--- src/rtl/rs232_rx.sv ---
// UART receiver: 2-flop synchroniser, mid-bit sampling, 8 data bits LSB first,
// one parity bit and one stop bit, with a one-cycle ready strobe per frame.
`timescale 1ns/1ps
module rs232_rx #(
  parameter int BAUD_DIV = 10416,
  parameter bit ODD_PAR  = 1'b0
) (
  input  logic       clk_i,
  input  logic       rst_i,
  input  logic       rx_i,
  output logic [7:0] data_o,
  output logic       rdy_o,
  output logic       perr_o,
  output logic       ferr_o,
  output logic       busy_o
);

  localparam int HALF = BAUD_DIV / 2;
  localparam int CW   = $clog2(BAUD_DIV);
  localparam logic [CW-1:0] CNT_HALF = CW'(HALF - 1);
  localparam logic [CW-1:0] CNT_LAST = CW'(BAUD_DIV - 1);

  typedef enum logic [2:0] {
    IDLE   = 3'd0,
    START  = 3'd1,
    DATA   = 3'd2,
    PARITY = 3'd3,
    STOP   = 3'd4,
    BREAK  = 3'd5
  } state_t;

  state_t        state, state_nxt;
  logic          rx_p0, rx_p1, rx_s;
  logic [CW-1:0] cnt, cnt_nxt;
  logic [2:0]    bidx, bidx_nxt;
  logic [7:0]    shift, shift_nxt;
  logic          par_bit, par_nxt;
  logic          frame_done;

  function automatic logic par_err(input logic [7:0] d, input logic p);
    return (^d ^ p) != ODD_PAR;
  endfunction

  // Synchroniser stage: idles high so reset never looks like a start bit
  always_ff @(posedge clk_i or negedge rst_i) begin
    if (!rst_i) begin
      rx_p0 <= 1'b1;
      rx_p1 <= 1'b1;
    end else begin
      rx_p0 <= rx_i;
      rx_p1 <= rx_p0;
    end
  end

  assign rx_s = rx_p1;

  // State register stage
  always_ff @(posedge clk_i or negedge rst_i) begin
    if (!rst_i) begin
      state   <= IDLE;
      cnt     <= '0;
      bidx    <= 3'd0;
      shift   <= 8'h00;
      par_bit <= 1'b0;
    end else begin
      state   <= state_nxt;
      cnt     <= cnt_nxt;
      bidx    <= bidx_nxt;
      shift   <= shift_nxt;
      par_bit <= par_nxt;
    end
  end

  always_comb begin
    state_nxt = state;
    case (state)
      IDLE:    if (!rx_s) state_nxt = START;
      START:   if (cnt == CNT_HALF) state_nxt = rx_s ? IDLE : DATA;
      DATA:    if (cnt == CNT_LAST && bidx == 3'd7) state_nxt = PARITY;
      PARITY:  if (cnt == CNT_LAST) state_nxt = STOP;
      STOP:    if (cnt == CNT_LAST) state_nxt = rx_s ? IDLE : BREAK;
      BREAK:   if (rx_s) state_nxt = IDLE;
      default: state_nxt = IDLE;
    endcase
  end

  always_comb begin
    // The bit counter wraps explicitly because BAUD_DIV need not be a power of two
    if (state_nxt != state || state == IDLE || cnt == CNT_LAST) begin
      cnt_nxt = '0;
    end else begin
      cnt_nxt = cnt + 1'b1;
    end
    bidx_nxt   = bidx;
    shift_nxt  = shift;
    par_nxt    = par_bit;
    frame_done = 1'b0;
    case (state)
      START: begin
        if (cnt == CNT_HALF && !rx_s) bidx_nxt = 3'd0;
      end
      DATA: begin
        if (cnt == CNT_LAST) begin
          shift_nxt[bidx] = rx_s;
          bidx_nxt        = bidx + 3'd1;
        end
      end
      PARITY: begin
        if (cnt == CNT_LAST) par_nxt = rx_s;
      end
      STOP: begin
        if (cnt == CNT_LAST) frame_done = 1'b1;
      end
      default: ;
    endcase
  end

  // Output register stage: results hold between ready strobes
  always_ff @(posedge clk_i or negedge rst_i) begin
    if (!rst_i) begin
      data_o <= 8'h00;
      rdy_o  <= 1'b0;
      perr_o <= 1'b0;
      ferr_o <= 1'b0;
      busy_o <= 1'b0;
    end else begin
      rdy_o  <= frame_done;
      busy_o <= (state != IDLE);
      if (frame_done) begin
        data_o <= shift;
        perr_o <= par_err(shift, par_bit);
        ferr_o <= ~rx_s;
      end
    end
  end

endmodule

--- config.mk ---
export PLATFORM = sky130hd
export DESIGN_NAME = rs232_rx
export DESIGN_NICKNAME = d
export VERILOG_FILES = /design/src/rtl/rs232_rx.sv
export SDC_FILE = /design/constraint.sdc
export NUM_CORES = 1
export LEC_CHECK = 0
export ABC_AREA = 1
export BUFFER_PORTS_ARGS = -buffer_cell sky130_fd_sc_hd__buf_2
export CORE_ASPECT_RATIO = 1.2
export CORE_UTILIZATION = 35
export DETAILED_ROUTE_END_ITERATION = 10
export HOLD_SLACK_MARGIN = 0.02
export PLACE_DENSITY = 0.63
export SYNTH_ARGS = -nofsm -noshare
export SYNTH_HDL_FRONTEND = slang
export SYNTH_SLANG_ARGS = --single-unit
--- constraint.sdc ---
create_clock -name clk_i -period 1.99 [get_ports clk_i]
set_clock_uncertainty 0.15 [all_clocks]
set_input_delay 0.199 -clock clk_i [delete_from_list [all_inputs] [get_ports clk_i]]
set_output_delay 0.199 -clock clk_i [all_outputs]
set_load 0.005 [all_outputs]
# Word-level counts from Yosys, hierarchy flattened
# Index checks and enable logic that the tools add are counted.
[op_classes]
n_addsub = 2
mul = 0
div_mod_pow = 0
n_lt_le_gt_ge = 2
n_eq_ne = 11
n_shift = 0
muxes = 18
n_bitwise = 2
n_reduce_logical = 13
[op_table]
columns = ["operator", "n"]
rows = [
  ["two-way mux 3 bit", 9],
  ["case mux 3 bit (6 select lines)", 1],
  ["adder 14 x 1 -> 14 bit (second input constant)", 1],
  ["equality test 14 x 13 -> 1 bit (second input constant)", 1],
  ["equality test 14 bit (second input constant)", 1],
  ["two-way mux 14 bit", 1],
  ["equality test 3 bit (second input constant)", 3],
  ["bitwise mux 8 bit", 1],
  ["XOR reduction 8 bit", 1],
  ["equality test 3 x 2 -> 1 bit (second input constant)", 2],
  ["case mux 3 bit (2 select lines)", 1],
  ["< comparator 3 x 4 -> 1 bit (second input constant)", 1],
  ["!= test 2 bit (second input constant)", 2],
  ["AND reduction 2 bit", 2],
  ["adder 3 x 1 -> 3 bit (second input constant)", 1],
  ["demux 1 bit (select 3 bit)", 1],
  ["equality test 3 x 1 -> 1 bit (second input constant)", 1],
  [">= comparator 3 x 1 -> 1 bit (second input constant)", 1],
  ["logical AND 1 bit", 3],
  ["logical NOT 3 bit", 1],
  ["two-way mux 1 bit", 3],
  ["!= test 3 bit", 1],
  ["AND reduction 3 bit", 1],
  ["nonzero test 3 bit", 1],
  ["other kinds (6)", 7],
]
[totals]
regBits = 43
latch_bits = 0
ram_bits = 0
mem_bits_ro = 0
inputBits = 3
word_cells = 60
mem_count = 0

# Longest topological paths before layout
[depth]
word_depth = 8
depth_mapped = 12
depth_no_buf = 11

# Least setup slack after synthesis
# No wires, ideal clock.
[synth_timing]
path_kind = "flip-flop to flip-flop"
start = "reg cnt[0]"
end = "reg cnt[8]"
setup_ns = 0.121
t_arrival_ns = 1.509
setup_slack_ns = 0.210
path_stages_with_launch = 12
cell_sequence = "dfrtp_1 ha_1 nand3_4 nor2_4 nand2_4 nand2_4 nand2_4 nor2_4 nand3_1 nand2_2 buf_8 nor2_2"
[synth_via]
elab_chain_len = 8
word_cells_on_any_way = 13
[synth_rtl]
columns = ["item", "line_no", "rtl"]
rows = [
  ["start: declaration", "34", "logic [CW-1:0] cnt, cnt_nxt;"],
  ["start signal: assignment", "67", "cnt <= cnt_nxt;"],
  ["equality test 14 bit", "--", ""],
  ["logical AND 1 bit", "79", "DATA: if (cnt == CNT_LAST && bidx == 3'd7) state_nxt = PARITY;"],
  ["two-way mux 3 bit", "79", ""],
  ["case mux 3 bit (6 select lines)", "76", "case (state)"],
  ["!= test 3 bit", "89", "if (state_nxt != state || state == IDLE || cnt == CNT_LAST) begin"],
  ["logical OR 1 bit (2 in a row)", "89", ""],
  ["two-way mux 14 bit (*)", "89", ""],
  ["net cnt_nxt[8]", "34", ""],
]
# The timed path passes the listed nets; every way through them passes the cells marked *.
# A chain may end at the register's enable or synchronous reset.

# Worst setup path in the final report
[layout_timing]
start = "reg cnt[0]"
end = "reg cnt[0]"
# Same word-level chain as after synthesis.

==> flow_metrics.tcl <==
set metrics [dict create \
    cts_tree "built" \
    area_growth_pct 18.10 \
    final_area_mm2 0.002604 \
    clk_latency_ns 0.30 \
    cts_buffer_depth 2 \
    numCtsBuffers 5 \
    htreeDepth 2 \
    grtUsageTotal 0.1372 \
    antenna_left 0 \
    syn_area_mm2 0.002205 \
    final_cells 374 \
    p_leak_nw 1.264 \
    finalCritPeriodShare 0.9382 \
    synth_flop_cell "dfrtp_1" \
    power-per-cell-area_mw_per_mm2 573.2 \
    fin_nets 297 \
    die_x_um 74.45 \
    crit_path_cell_trace "ha_4 > buf_4 > nand2_1 > nor2_1 > nand2_1 > nor2_1 > nor2_1 > nand2_1 > nor2_2 > nand2_4 > buf_12 > nor2_1" \
    cell_internal_pwr_mw 1.136 \
    slowest_delay_ns 0.43 \
    synth_top_area_share 0.4654 \
    power.share.switching 0.2386 \
    ys_types 31 \
    drc 0 \
    syn_nets 267 \
    synth_seq_cells 43 \
    synth_seq_area_share 0.4892 \
    crit_fanout 7 \
    routedWlPerCell_um 11.23 \
    place_congestion 0.8402 \
    switching_power_mw 0.3561 \
    crit_top_cell "nor2_1" \
    drive_gt1_frac 0.2260 \
    start_util 0.3644 \
    critPathBufInv 2 \
    dp_hpwl_um 2944 \
    power_frac_seq 0.589 \
    postSynthAreaPerCell_um2 8.447 \
    grt_pass1_vias 1592 \
    nFillCells 627 \
    maxSlewViolCount 0 \
    worst_pin_slew_ns 0.5834 \
    syn_inst 261 \
    drt_pass1_iterations 4 \
    portBuffers 14 \
    finalWirelength_um 4199 \
    routed_via_density 4.559 \
    synthSimpleGateAreaFrac 0.3258 \
    design.portCount 15 \
    placed_cells 362 \
    dieHeight_um 88.94 \
    min_path_type "register to register" \
    grt_start_max_net_pins 27 \
    grt_overflow_total 0 \
    regArea_mm2 0.001080 \
    cts.sinks 43 \
    drt-initial-drc-count 126 \
    synth_top_family_by_area "simple AND/OR/NAND/NOR gates" \
    worstPathArrival_ns 1.95 \
    multiInputGateArea_mm2 0.001017 \
    critPathLaunchType "register" \
    max_freq_ghz 0.5356 \
    finalHoldViolCount 0 \
    max_slew_margin 0.6111 \
    power_frac_clock 0.391 \
    insertedDiodeCount 0 \
    final_common_cell "nand2_1" \
    synth-xor-area-share 0.06754 \
    synthAdderAreaFrac 0.01703 \
    die_area_mm2 0.006622 \
    status "finished, final reports clean" \
    clk_pin_slew_ns 0.09 \
    mostFrequentLayoutCells "65 x nand2_1, 40 x dfrtp_1, 30 x inv_1" \
    antenna_found_initial 0 \
    rows 31 \
    coreArea_mm2 0.006051 \
    critPathTopFamily "simple AND/OR/NAND/NOR gates" \
    muxShareOfSynthArea 0 \
    maxCapViolCount 0 \
    grt_pass1_wl_um 6906 \
    ir_drop_uv 356.4 \
    synth_edf_count 0 \
    period_needed_ns 1.867 \
    crit_required_ns 2.07 \
    cp-end-kind "register" \
    path_class "register to register" \
    place_area_mm2 0.002426 \
    tns_ns 0 \
    root_buffer "clkbuf_8" \
    ys_async_sr_fraction 1.000 \
    combPwrFrac 0.020 \
    synth_area_leaders "dfrtp_1 47%, nand2_1 11%, inv_1 5.1%" \
    yosysTopAreaCell "dfrtp_1" \
    yosys_warnings 0 \
    critPathSlowestCell "dfrtp_1" \
    via_count 1705 \
    setup_violations 0 \
    synth_compound_area_frac 0.03689 \
]
[worst reg2reg max path, cell delays in order, from the launching register on]
cell and delay [ns]:
dfrtp_1 0.43, ha_4 0.19, buf_4 0.13, nand2_1 0.08, nor2_1 0.05, nand2_1 0.08, nor2_1 0.06, nor2_1 0.09
nand2_1 0.07, nor2_2 0.13, nand2_4 0.09, buf_12 0.14, nor2_1 0.10
[repair_timing]
| item | in CTS | in global routing |
|---|---|---|
| endpoints found under the hold margin | 23 | 0 |
| hold buffers | 2 | 0 |
| resized for setup | 0 | 7 |
| endpoints found under the setup margin | 0 | 25 |
| buffers inserted | 0 | 1 |
[sequential cells by signal (all words and copies together), names as in the netlist]
signal / count
cnt: 14
data_o: 8
shift: 8
bidx: 3
state: 3
busy_o: 1
ferr_o: 1
par_bit: 1
perr_o: 1
rdy_o: 1
rx_p0: 1
rx_p1: 1
[cell type report]
cell class                      instances  area share
Clock inverter                          3    0.009130
Tap cell                               82     0.03940
Clock buffer                            5     0.02643
Multi-Input combinational cell        184      0.3907
Timing Repair Buffer                   26     0.07496
Sequential cell                        43      0.4147
Inverter                               31     0.04469
[power groups by stage]
stage	registers, mW	clock network [mW]	logic (mW)
2_1_floorplan	0.895	0	0.00324
3_3_place_gp	0.896	0	0.0284
3_5_place_dp	0.896	0	0.0284
4_1_cts	0.879	0.606	0.0315
5_1_grt	0.879	0.642	0.0346
6_report	0.879	0.584	0.0296
[per-layer routing]
layer / vias to the layer above / GRT usage / routed length (um) / share of wire
li1: 873 / - / - / -
met1: 796 / 0.1619 / 1799 / 0.43
met2: 31 / 0.2441 / 2232 / 0.53
met3: 5 / 0.03044 / 120 / 0.029
met4: 0 / 0.04631 / 46 / 0.011
met5: - / 0 / 0 / 0
[kinds of logic after synthesis]
| logic type | after synthesis |
|---|---|
| AO/OA/AOI/OAI | 15 |
| XOR/XNOR | 17 |
| adder cells (fa/ha/maj) | 3 |
| buffers and inverters | 34 |
| flip-flops | 43 |
| AND/OR/NAND/NOR | 149 |
[stage by stage]
stage	util	setup slack [ns]	power (mW)	hold WS, ns
5_1_grt	0.4303	-0.02270	1.556	0.2297
3_3_place_gp	0.4010	0.07852	0.9247	0.09501
3_5_place_dp	0.4010	0.05266	0.9247	0.09444
2_1_floorplan	-	0.2100	0.8986	-0.2466
6_report	0.4303	0.1230	1.492	0.2158
4_1_cts	0.4196	0.02437	1.517	0.2193
[cell usage after synthesis, types with 2 or more instances]
master	n
nand2_1	65
dfrtp_1	41
inv_1	30
nor2_1	30
nand3_1	21
nor2_2	14
xor2_1	10
o21ai_0	7
xnor2_1	7
a21oi_1	5
nor3_1	4
ha_1	3
nand2_4	3
dfstp_2	2
nand4_1	2
nor2_4	2
[worst paths after layout]
path | start | endpoint | slack, ns | depth (start not counted)
setup / recovery | cnt[0]$_DFF_PN0_ | cnt[0]$_DFF_PN0_ | 0.12 | 12
hold / removal | rx_p0$_DFF_PN1_ | rx_p1$_DFF_PN1_ | 0.22 | 0
setup reg to reg | cnt[0]$_DFF_PN0_ | cnt[0]$_DFF_PN0_ | 0.12 | 12
hold reg to reg | rx_p0$_DFF_PN1_ | rx_p1$_DFF_PN1_ | 0.22 | 0
max in group asynchronous | rst_i | data_o[3]$_DFFE_PN0P_ | 0.83 | 3
min in group asynchronous | rst_i | state[2]$_DFF_PN0_ | 0.29 | 2
No activity file was read; power rests on OpenSTA's default activity.
